## config.mk

```make
export PLATFORM = sky130hd
export DESIGN_NAME = fetch_unit_flat
export DESIGN_NICKNAME = d
export VERILOG_FILES = /design/src/rtl/rv_pkg.sv /design/src/rtl/fetch_unit_if.sv /design/src/rtl/fetch_unit.sv /design/src/flat_wrapper.sv
export SDC_FILE = /design/constraint.sdc
export NUM_CORES = 1
export LEC_CHECK = 0
export CAP_MARGIN = 10
export CORE_MARGIN = 4
export CORE_UTILIZATION = 35
export DETAILED_ROUTE_END_ITERATION = 8
export PLACE_DENSITY = 0.67
export RECOVER_POWER = 50
export SLEW_MARGIN = 20
export SYNTH_ARGS = -nofsm -noshare
export SYNTH_HDL_FRONTEND = slang
export SYNTH_SLANG_ARGS = --single-unit
```

## constraint.sdc

```tcl
create_clock -name clk -period 2.6 [get_ports clk]
set_clock_uncertainty 0.15 [all_clocks]
set_input_delay 0.78 -clock clk [delete_from_list [all_inputs] [get_ports clk]]
set_output_delay 0.78 -clock clk [all_outputs]
set_load 0.005 [all_outputs]
```

## src/rtl/rv_pkg.sv

```systemverilog
// rv_pkg: shared widths, the NOP encoding and the fetch FSM state type.
package rv_pkg;
    localparam int XLEN = 64;
    localparam int ILEN = 32;
    localparam logic [ILEN-1:0] NOP_INSTR = 32'h00000013;
    typedef enum logic [2:0] {IDLE, REQ, WAIT, DRAIN, VALID} fetch_state_t;
endpackage

```

## src/rtl/fetch_unit_if.sv

```systemverilog
// fetch_unit_if: pc-stage, instruction-memory and decode signals of the fetch stage.
// instr_fault_o exists only when FETCH_MISALIGN_FAULT_EN is defined.
interface fetch_unit_if;
    import rv_pkg::*;
    logic [XLEN-1:0] pc_i;
    logic            pc_adv_o;
    logic            flush_i;
    logic            imem_req_o;
    logic [XLEN-1:0] imem_addr_o;
    logic            imem_gnt_i;
    logic            imem_rvalid_i;
    logic [ILEN-1:0] imem_rdata_i;
    logic            instr_valid_o;
    logic [ILEN-1:0] instr_o;
    logic [XLEN-1:0] instr_pc_o;
    logic            instr_ready_i;
`ifdef FETCH_MISALIGN_FAULT_EN
    logic            instr_fault_o;
`endif
    modport master (
        input  pc_i, flush_i, imem_gnt_i, imem_rvalid_i, imem_rdata_i, instr_ready_i,
        output pc_adv_o, imem_req_o, imem_addr_o, instr_valid_o, instr_o, instr_pc_o
`ifdef FETCH_MISALIGN_FAULT_EN
      , output instr_fault_o
`endif
    );
    modport slave (
        output pc_i, flush_i, imem_gnt_i, imem_rvalid_i, imem_rdata_i, instr_ready_i,
        input  pc_adv_o, imem_req_o, imem_addr_o, instr_valid_o, instr_o, instr_pc_o
`ifdef FETCH_MISALIGN_FAULT_EN
      , input  instr_fault_o
`endif
    );
endinterface

```

## src/rtl/fetch_unit.sv

```systemverilog
// fetch_unit: fetch stage issuing req/gnt/rvalid transactions and holding the instruction for decode.
// FETCH_MISALIGN_FAULT_EN turns a misaligned PC into a faulting NOP instead of a memory request.
module fetch_unit
    import rv_pkg::*;
(
    input logic          clk,
    input logic          rst,
    fetch_unit_if.master bus
);
    fetch_state_t    state, next_state;
    logic [XLEN-1:0] addr_q, addr;
    logic [ILEN-1:0] instr_q;
    logic [XLEN-1:0] instr_pc_q;
    logic            first_q, drop_q, misalign;

`ifdef FETCH_MISALIGN_FAULT_EN
    logic fault_q;
    assign misalign          = first_q && bus.pc_i[1:0] != 2'b00;
    assign bus.instr_fault_o = fault_q;
`else
    assign misalign = 1'b0;
`endif

    // The pc stage updates on the edge that enters REQ, so the first REQ cycle sees pc_i live.
    assign addr              = first_q ? bus.pc_i : addr_q;
    assign bus.imem_req_o    = state == REQ && !misalign;
    assign bus.imem_addr_o   = addr;
    assign bus.instr_valid_o = state == VALID;
    assign bus.instr_o       = instr_q;
    assign bus.instr_pc_o    = instr_pc_q;
    assign bus.pc_adv_o      = state == VALID && bus.instr_ready_i && !bus.flush_i;

    always_comb begin
        next_state = state;
        case (state)
            IDLE:  next_state = REQ;
            REQ:   if (misalign) next_state = bus.flush_i ? IDLE : VALID;
                   else if (bus.imem_gnt_i) next_state = (drop_q || bus.flush_i) ? DRAIN : WAIT;
            WAIT:  if (bus.imem_rvalid_i) next_state = bus.flush_i ? REQ : VALID;
                   else if (bus.flush_i) next_state = DRAIN;
            DRAIN: if (bus.imem_rvalid_i) next_state = REQ;
            VALID: if (bus.flush_i || bus.instr_ready_i) next_state = REQ;
            default: next_state = IDLE;
        endcase
    end

    always_ff @(posedge clk) begin
        if (rst) begin
            state      <= IDLE;
            addr_q     <= '0;
            first_q    <= 1'b0;
            drop_q     <= 1'b0;
            instr_q    <= '0;
            instr_pc_q <= '0;
`ifdef FETCH_MISALIGN_FAULT_EN
            fault_q    <= 1'b0;
`endif
        end else begin
            state   <= next_state;
            first_q <= next_state == REQ && state != REQ;
            // A flush seen while the request waits for gnt marks its response as stale.
            drop_q  <= state == REQ && next_state == REQ && (drop_q || bus.flush_i);
            if (state == REQ) addr_q <= addr;
            if (state == WAIT && bus.imem_rvalid_i && !bus.flush_i) begin
                instr_q    <= bus.imem_rdata_i;
                instr_pc_q <= addr_q;
`ifdef FETCH_MISALIGN_FAULT_EN
                fault_q    <= 1'b0;
`endif
            end
`ifdef FETCH_MISALIGN_FAULT_EN
            if (misalign && !bus.flush_i) begin
                instr_q    <= NOP_INSTR;
                instr_pc_q <= bus.pc_i;
                fault_q    <= 1'b1;
            end
`endif
        end
    end
endmodule

```

## src/flat_wrapper.sv

```systemverilog
// flat-port wrapper written by rule: the top's interface ports become plain ports
module fetch_unit_flat import rv_pkg::*;
  (clk, rst, bus_pc_i, bus_flush_i, bus_imem_gnt_i, bus_imem_rvalid_i, bus_imem_rdata_i, bus_instr_ready_i, bus_pc_adv_o, bus_imem_req_o, bus_imem_addr_o, bus_instr_valid_o, bus_instr_o, bus_instr_pc_o);
  fetch_unit_if bus_i ();
  input logic clk;
  input logic rst;
  input wire logic [$bits(bus_i.pc_i)-1:0] bus_pc_i;
  input wire logic [$bits(bus_i.flush_i)-1:0] bus_flush_i;
  input wire logic [$bits(bus_i.imem_gnt_i)-1:0] bus_imem_gnt_i;
  input wire logic [$bits(bus_i.imem_rvalid_i)-1:0] bus_imem_rvalid_i;
  input wire logic [$bits(bus_i.imem_rdata_i)-1:0] bus_imem_rdata_i;
  input wire logic [$bits(bus_i.instr_ready_i)-1:0] bus_instr_ready_i;
  output wire logic [$bits(bus_i.pc_adv_o)-1:0] bus_pc_adv_o;
  output wire logic [$bits(bus_i.imem_req_o)-1:0] bus_imem_req_o;
  output wire logic [$bits(bus_i.imem_addr_o)-1:0] bus_imem_addr_o;
  output wire logic [$bits(bus_i.instr_valid_o)-1:0] bus_instr_valid_o;
  output wire logic [$bits(bus_i.instr_o)-1:0] bus_instr_o;
  output wire logic [$bits(bus_i.instr_pc_o)-1:0] bus_instr_pc_o;
  assign bus_i.pc_i = bus_pc_i;
  assign bus_i.flush_i = bus_flush_i;
  assign bus_i.imem_gnt_i = bus_imem_gnt_i;
  assign bus_i.imem_rvalid_i = bus_imem_rvalid_i;
  assign bus_i.imem_rdata_i = bus_imem_rdata_i;
  assign bus_i.instr_ready_i = bus_instr_ready_i;
  assign bus_pc_adv_o = bus_i.pc_adv_o;
  assign bus_imem_req_o = bus_i.imem_req_o;
  assign bus_imem_addr_o = bus_i.imem_addr_o;
  assign bus_instr_valid_o = bus_i.instr_valid_o;
  assign bus_instr_o = bus_i.instr_o;
  assign bus_instr_pc_o = bus_i.instr_pc_o;
  fetch_unit u_core (.clk(clk), .rst(rst), .bus(bus_i));
endmodule
```

---- After elaboration in Yosys (flattened, before gate mapping) ----
Cells that the tools add are included.
Widths: inputs -> output; s select.
operators by class
  eq/ne operators ......................... 6
  multiplexer cells ....................... 9
  reductions and logical operators ........ 11
operators by type and width
  kind                count
  $mux 64             1
  $mux 3              6
  $pmux 3 s5          1
  $logic_and 1x1->1   7
  $eq 3x1->1 const B  2
  $eq 3x2->1 const B  2
  $eq 3x3->1 const B  1
  $logic_not 3->1     1
  $ne 3x1->1 const B  1
  $logic_or 1x1->1    2
  $logic_not 1->1     1
  $mux 1              1
storage, ports and cells
  bits in registers ....................... 165
  input bits .............................. 102
  word-level logic and storage cells ...... 32

---- Logic depth before layout (Yosys ltp) ----
Gate-level depths: netlist of run 1.
  depth after elaboration ................. 7
  mapped depth ............................ 7
  depth with buffers taken out ............ 3

---- Least setup slack after synthesis of run 1 ----
No wires, ideal clock.
  path kind ............................... input to register
  from .................................... input port bus_flush_i
  to ...................................... register u_core.instr_pc_q[11] (netlist: u_core.bus.instr_pc_o[11])
  arrival ................................. 1.959 ns
  setup slack ............................. 0.359 ns
  cell stages on the path ................. 7
  path buffers ............................ 4
  cells stage by stage .................... clkbuf_2 or4b_1 buf_2 buf_6 buf_6 o21ai_1 a21oi_1
between the ends
  cells in the longest elaborated chain, start to end .. 2
ends and longest elaborated chain
  element               RTL line           RTL
  start, declared       flat_wrapper.sv:8  input wire logic [$bits(bus_i.flush_i)-1:0] bus_flush_i;
  $logic_not 1->1       fetch_unit.sv:64   if (state == WAIT && bus.imem_rvalid_i && !bus.flush_i) begin
  $logic_and 1x1->1     fetch_unit.sv:64
  end signal, assigned  fetch_unit.sv:66   instr_pc_q <= addr_q;
  end, declared         fetch_unit.sv:13   logic [XLEN-1:0] instr_pc_q;
Every way passes these cells.
A chain may end at the register's enable or synchronous reset.

---- Final worst setup path of run 1 ----
  from .................................... input port bus_pc_i[12]
  to ...................................... output port bus_imem_addr_o[12]
between the ends
  cells in the longest elaborated chain, start to end .. 1
ends and longest elaborated chain
  element          RTL line            RTL
  start, declared  flat_wrapper.sv:7   input wire logic [$bits(bus_i.pc_i)-1:0] bus_pc_i;
  $mux 64          fetch_unit.sv:25    assign addr = first_q ? bus.pc_i : addr_q;
  end, declared    flat_wrapper.sv:15  output wire logic [$bits(bus_i.imem_addr_o)-1:0] bus_imem_addr_o;
Every way passes these cells.

==> results.json, run 1 <==
{
  "status": "complete, no violations",
  "place_ws_ps": -302,
  "endpoint_kind": "primary output",
  "n_fill_cell": 1671,
  "cts_setup_buffers": 0,
  "arrival_ps": 1670,
  "hold_path.startpoint": "u_core.bus.instr_pc_o[10]",
  "min_period_ps": 2600,
  "stdcell_count": 1190,
  "routabilityCongestion": 0.752,
  "synth-seq-cells": 165,
  "p_total_mw": 6.02,
  "antenna_cells": 0,
  "hold_end": "u_core.bus.instr_pc_o[10]",
  "timing.rr.start": "u_core.state[2]",
  "rows": 49,
  "vias_per_cell": 5.23,
  "numCtsBuffers": 17,
  "finalSetupViolCount": 0,
  "overflow": 0,
  "ys_top_cells_by_area": "dfxtp_1 (50%), mux2_2 (11%), a22o_1 (8.7%)",
  "synthArstFlopShare_pct": 0,
  "max_cap_viol_count": 0,
  "netlist_area_sq_mm": 0.00656,
  "cp.buffers_inverters": 2,
  "stdcell_area_sq_mm": 0.00998,
  "yosys.area.top_type": "dfxtp_1",
  "antenna_found_initial": 0,
  "fin_ws_ps": 2.37,
  "cp_cell_sequence": "clkdlybuf4s50_1, mux2_4, clkdlybuf4s15_1",
  "avgSynthCellArea_sq_um": 9.63,
  "areaGrowthSynthToFinish_pct": 52.2,
  "syn_inst": 681,
  "ant_nets": 0,
  "layout.nets": 1050,
  "drc": 0,
  "peakVddDrop_uv": 435,
  "ios": 265,
  "period_share_pct": 99.9,
  "worst_pin_slew_ps": 789,
  "ctsHoldBuffers": 0,
  "clk_pin_slew_worst_paths_ps": 60,
  "ff2ff_path_depth": 6,
  "cpLargestDelayFamily": "buffers and inverters",
  "synth_edf_count": 0,
  "die_area_sq_mm": 0.0210,
  "tns_ps": 0,
  "hold_violations": 0,
  "cp-start-kind": "input pin",
  "max-slew-margin-rel_pct": 47.4,
  "portBuffers": 264,
  "synth_cell_type_count": 28,
  "max_freq_mhz": 385,
  "htree_levels": 4,
  "synthMostInstantiatedCell": "dfxtp_1",
  "wl_per_cell_um": 18.1,
  "r2r_slack_ps": 250,
  "r2r_end": "u_core.drop_q",
  "slew_viol_final": 0,
  "cp_max_fo": 2,
  "start_util_pct": 36.0,
  "cts.sinks": 165,
  "p_leak_nw": 3.77,
  "layout-drive-gt1-share_pct": 22.4,
  "placed_cells": 1157,
  "drt-total-wl_um": 21600,
  "yosysWarnings": 0,
  "ys.flop_type": "dfxtp_1",
  "rsz0062_at_grt": "yes",
  "clk_latency_ps": 420,
  "hpwl_um": 14300,
  "grt_pass1_vias": 6110,
  "die_w_um": 145,
  "hold_ws_ps": 317,
  "critical_path_class": "input pin to primary output",
  "grt_pass1_wl_um": 34200,
  "grt.total_usage_pct": 19.7,
  "synthTopCellsByCount": "dfxtp_1 (165), a21oi_1 (97), nand3_1 (96), a22o_1 (65), mux2_2 (64)",
  "whs_path_depth": 2,
  "synth_top_area_share_pct": 50.4,
  "grt_max_degree": 101,
  "required_ps": 1670,
  "vias": 6220,
  "first_pass_iters": 4,
  "placed_area_sq_mm": 0.00973,
  "cts_root_buf": "clkbuf_16",
  "ys_seq_area_share_pct": 50.4,
  "drt_iter0_drc": 360,
  "hold_path_class": "register to register",
  "slowest_delay_ps": 410,
  "syn_nets": 783,
  "clock_path_buffers": 2,
  "slowest_stage": "clkdlybuf4s50_1",
  "p_per_area_mw_per_mm2": 603,
  "utilization_pct": 54.8,
  "die_h_um": 145,
  "coreArea_sq_mm": 0.0182,
  "cts_tree": "done"
}
## state kept, by name, indices dropped and copies added (netlist names)
register and cells:
u_core.addr_q 64, u_core.bus.instr_pc_o 64, u_core.bus.instr_o 32, u_core.state 3, u_core.drop_q 1, u_core.first_q 1
## kinds of logic after synthesis
family / count (synthesis) / share of synthesized area (%)
AO/OA/AOI/OAI: 261 / 23.9
buffers and inverters: 76 / 5.38
flip-flops: 165 / 50.4
multiplexers: 64 / 11.0
AND/OR/NAND/NOR: 115 / 9.42
## worst max path at each step
stage               cells after the start          from                   endpoint  slack (ps)
floorplan                               7   bus_flush_i  u_core.bus.instr_pc_o[11]         360
global placement                        3   bus_flush_i               bus_pc_adv_o        -310
detailed placement                      3   bus_flush_i               bus_pc_adv_o        -300
global route                            3  bus_pc_i[24]        bus_imem_addr_o[24]         -10
finish                                  3  bus_pc_i[12]        bus_imem_addr_o[12]           2
CTS                                     3  bus_pc_i[47]        bus_imem_addr_o[47]         -40
## report_power, final
group	switching, mW	leakage (nW)	internal [mW]	total, mW
clock network	1.11	0.296	1.47	2.58
registers	0.0460	1.33	2.58	2.63
logic	0.361	2.14	0.450	0.811
total	1.51	3.77	4.51	6.02
## worst register-to-register path, delay by kind of cell, from the launching register on
kind / cells / cell delay [ps]
flops: 1 / 310
buf+inv: 3 / 1030
simple gates: 3 / 780
## layout make-up
| cell class | instances | area [sq um] | share of cell area [%] |
|---|---|---|---|
| timing repair buffer | 323 | 2830 | 28.3 |
| multi-input combinational | 440 | 2950 | 29.5 |
| sequential | 165 | 3310 | 33.1 |
| clock inverter | 14 | 165 | 1.65 |
| clock buffer | 18 | 439 | 4.40 |
| tap | 229 | 287 | 2.87 |
| inverter | 1 | 3.75 | 0.0376 |
## what timing repair did
action | 4_1_cts | 5_1_grt
cloned | 0 | 1
resized for setup | 191 | 45
endpoints found under the setup margin | 67 | 41
endpoints found under the hold margin | 0 | 0
## placed cells by master, fill, tap and decap left out, types with 2 or more instances in the layout
| cell | instances |
|---|---|
| o21ai_1 | 25 |
| buf_12 | 6 |
| clkbuf_2 | 33 |
| clkdlybuf4s50_1 | 194 |
| clkbuf_4 | 3 |
| mux2_4 | 13 |
| o21ai_2 | 2 |
| dfxtp_1 | 162 |
| bufinv_16 | 2 |
| a21oi_1 | 97 |
| nor3_1 | 3 |
| nor2_1 | 3 |
| nor3b_1 | 2 |
| inv_8 | 2 |
| clkinv_4 | 4 |
| a22o_1 | 65 |
| dlygate4sd2_1 | 3 |
| nor2b_1 | 3 |
| dfxtp_2 | 2 |
| clkbuf_16 | 18 |
| inv_6 | 4 |
| nand3_1 | 96 |
| o21bai_1 | 2 |
| buf_2 | 31 |
| buf_4 | 36 |
| clkdlybuf4s15_1 | 6 |
| clkbuf_1 | 9 |
| o21ai_0 | 69 |
| mux2_2 | 51 |
## layer usage
metal,routed length (um),vias to the layer above,global-route usage (%)
li1,-,3044,-
met1,9610,2978,26.2
met2,10200,186,31.1
met3,1510,12,6.24
met4,192,0,5.61
met5,0,-,0
No activity file was read; power rests on OpenSTA's default activity.
==> inputs of run 2 (changes only) <==
Settings changed: PLACE_DENSITY 0.67 to 0.7.
Clock period 2.6 ns to 2.35 ns, I/O delays scaled along.
==> run 2 against run 1 <==
Combinational power up 49%. The flow now finishes with violations (negative setup slack). Flip-flop and latch count unchanged. Sequential share of layout area shrank 3.0 points. Power up 17%. Hold slack lost 0.53 ps. Largest cell class is now non-clock buffers. Wire length rose by 7.0%. Die area stayed put. First-iteration DRC count down 11%. Cell count grew 3.9%. Register-to-register slack worse by 330 ps. Non-clock buffer count grew 46.
==> results.json, run 2 (synthesis results as in run 1) <==
{
  "max_freq_mhz": 391,
  "cpLargestDelayFamily": "buffers and inverters",
  "layout.cells.most_common": "clkdlybuf4s50_1",
  "start_util_pct": 36.0,
  "cts.sinks": 165,
  "cp.buffers_inverters": 5,
  "drt_iter0_drc": 322,
  "rsz0062_at_grt": "yes",
  "hold_path_class": "register to register",
  "grt_max_degree": 60,
  "min_period_ps": 2560,
  "numCtsBuffers": 17,
  "crit_top_cell": "buf_6",
  "layout.nets": 1096,
  "portBuffers": 264,
  "ant_nets": 0,
  "arrival_ps": 1700,
  "switching_share_pct": 25.7,
  "rows": 49,
  "vias_per_cell": 5.26,
  "overflow": 0,
  "hold_ws_ps": 316,
  "hpwl_um": 14900,
  "clock_path_buffers": 2,
  "areaGrowthSynthToFinish_pct": 67.4,
  "endpoint_kind": "primary output",
  "coreArea_sq_mm": 0.0182,
  "grt_pass1_wl_um": 35600,
  "drt-total-wl_um": 23100,
  "cp_max_fo": 5,
  "max_cap_viol_count": 0,
  "finalSetupViolCount": 91,
  "ctsHoldBuffers": 0,
  "first_pass_iters": 5,
  "required_ps": 1490,
  "stdcell_count": 1236,
  "wl_per_cell_um": 18.7,
  "status": "finished with violations",
  "p_int_mw": 5.21,
  "clk_latency_ps": 420,
  "cp_cell_sequence": "buf_6, buf_12, buf_8, buf_6, mux2_4, buf_6",
  "max-slew-margin-rel_pct": 30.5,
  "power.share.clock_pct": 41.2,
  "placed_cells": 1158,
  "grt.total_usage_pct": 20.7,
  "drc": 0,
  "clk_pin_slew_worst_paths_ps": 70,
  "cts_root_buf": "clkbuf_16",
  "antenna_cells": 0,
  "slowest_stage": "dfxtp_4",
  "antenna_found_initial": 0,
  "critical_path_class": "register to primary output",
  "cp-start-kind": "register",
  "ios": 265,
  "die_w_um": 145,
  "routabilityCongestion": 0.762,
  "die_h_um": 145,
  "layout-drive-gt1-share_pct": 26.6,
  "p_sw_mw": 1.80,
  "htree_levels": 4,
  "mostFrequentLayoutCells": "clkdlybuf4s50_1 (173), dfxtp_1 (162), a21oi_1 (97)",
  "violations": "negative setup slack",
  "p_leak_nw": 4.33,
  "seqPwrFrac_pct": 41.4,
  "cts_tree": "done",
  "slowest_delay_ps": 370,
  "p_per_area_mw_per_mm2": 639,
  "slew_viol_final": 0,
  "hold_violations": 0,
  "grt_pass1_vias": 6243,
  "fin_ws_ps": -207,
  "die_area_sq_mm": 0.0210,
  "peakVddDrop_uv": 486,
  "period_share_pct": 109,
  "vias": 6507,
  "pwr-share-comb_pct": 17.3,
  "worst_pin_slew_ps": 1040
}
## run 2: changes by cell type in the layout (fill, tap and decap cells not counted), moves of 11 or more
cell             before  now
buf_6                 0   47
mux2_2               51   11
mux2_4               13   53
buf_4                36   73
buf_2                31    4
clkdlybuf4s50_1     194  173
clkbuf_2             33   17
dlygate4sd2_1         3   14
## run 2: repair_timing
item	in CTS	in global routing
gates cloned	3	2
setup endpoints to repair	67	59
pin swaps	2	0
setup buffers	22	22
hold endpoints to repair	0	0
resized for setup	260	96
## run 2: worst register-to-register path: stages, from the launching register on
cell and delay [ps]:
dfxtp_1 350, nor3b_4 250, clkbuf_1 190, nor2b_1 850, buf_4 400, a22o_1 170
## run 2: area by class of cell
type / instances / area [sq um]
fill: 1534 / 7230
timing repair buffer: 369 / 3640
sequential: 165 / 3310
multi-input combinational: 440 / 3120
clock buffer: 17 / 425
tap: 229 / 287
clock inverter: 15 / 188
inverter: 1 / 3.75
## run 2: routing by layer
layer / GRT usage (%) / wire length (um) / vias up
li1: - / - / 3133
met1: 27.5 / 10100 / 3160
met2: 33.0 / 11200 / 200
met3: 5.99 / 1460 / 14
met4: 5.84 / 242 / 0
met5: 0 / 0 / -
## run 2: final timing paths
| kind | startpoint | slack, ps | cells after the start | end |
|---|---|---|---|---|
| worst min-delay path | u_core.bus.instr_pc_o[10] | 320 | 2 | u_core.bus.instr_pc_o[10] |
| worst max-delay path | u_core.first_q | -210 | 6 | bus_imem_addr_o[9] |
| worst min register to register | u_core.bus.instr_pc_o[10] | 320 | 2 | u_core.bus.instr_pc_o[10] |
| worst max register to register | u_core.state[2] | -80 | 5 | u_core.addr_q[52] |
## run 2: stage by stage
stage / total power [mW] / TNS (ps) / instance area [sq um] / setup WS [ps] / util (%)
floorplan: 3.36 / 0 / 6560 / 184 / -
global placement: 3.96 / -55020 / 9730 / -444 / 53.5
detailed placement: 3.97 / -51230 / 9780 / -420 / 53.7
CTS: 7.01 / -10070 / 10800 / -357 / 59.2
global route: 7.27 / -15350 / 11000 / -257 / 60.3
finish: 7.02 / -6730 / 11000 / -207 / 60.3
## run 2: power by group through the flow
| stage | Combinational (mW) | Clock (mW) | Sequential [mW] |
|---|---|---|---|
| after floorplan | 0.405 | 0 | 2.95 |
| after global placement | 0.991 | 0 | 2.97 |
| after detailed placement | 1.01 | 0 | 2.97 |
| after CTS | 1.13 | 2.97 | 2.91 |
| after global routing | 1.29 | 3.07 | 2.91 |
| final | 1.21 | 2.89 | 2.91 |
==> inputs of run 3 (changes only) <==
Settings changed: CAP_MARGIN 10 to default.
==> results of run 3 <==
No change in the layout: final DEF, timing and power equal those of run 2.
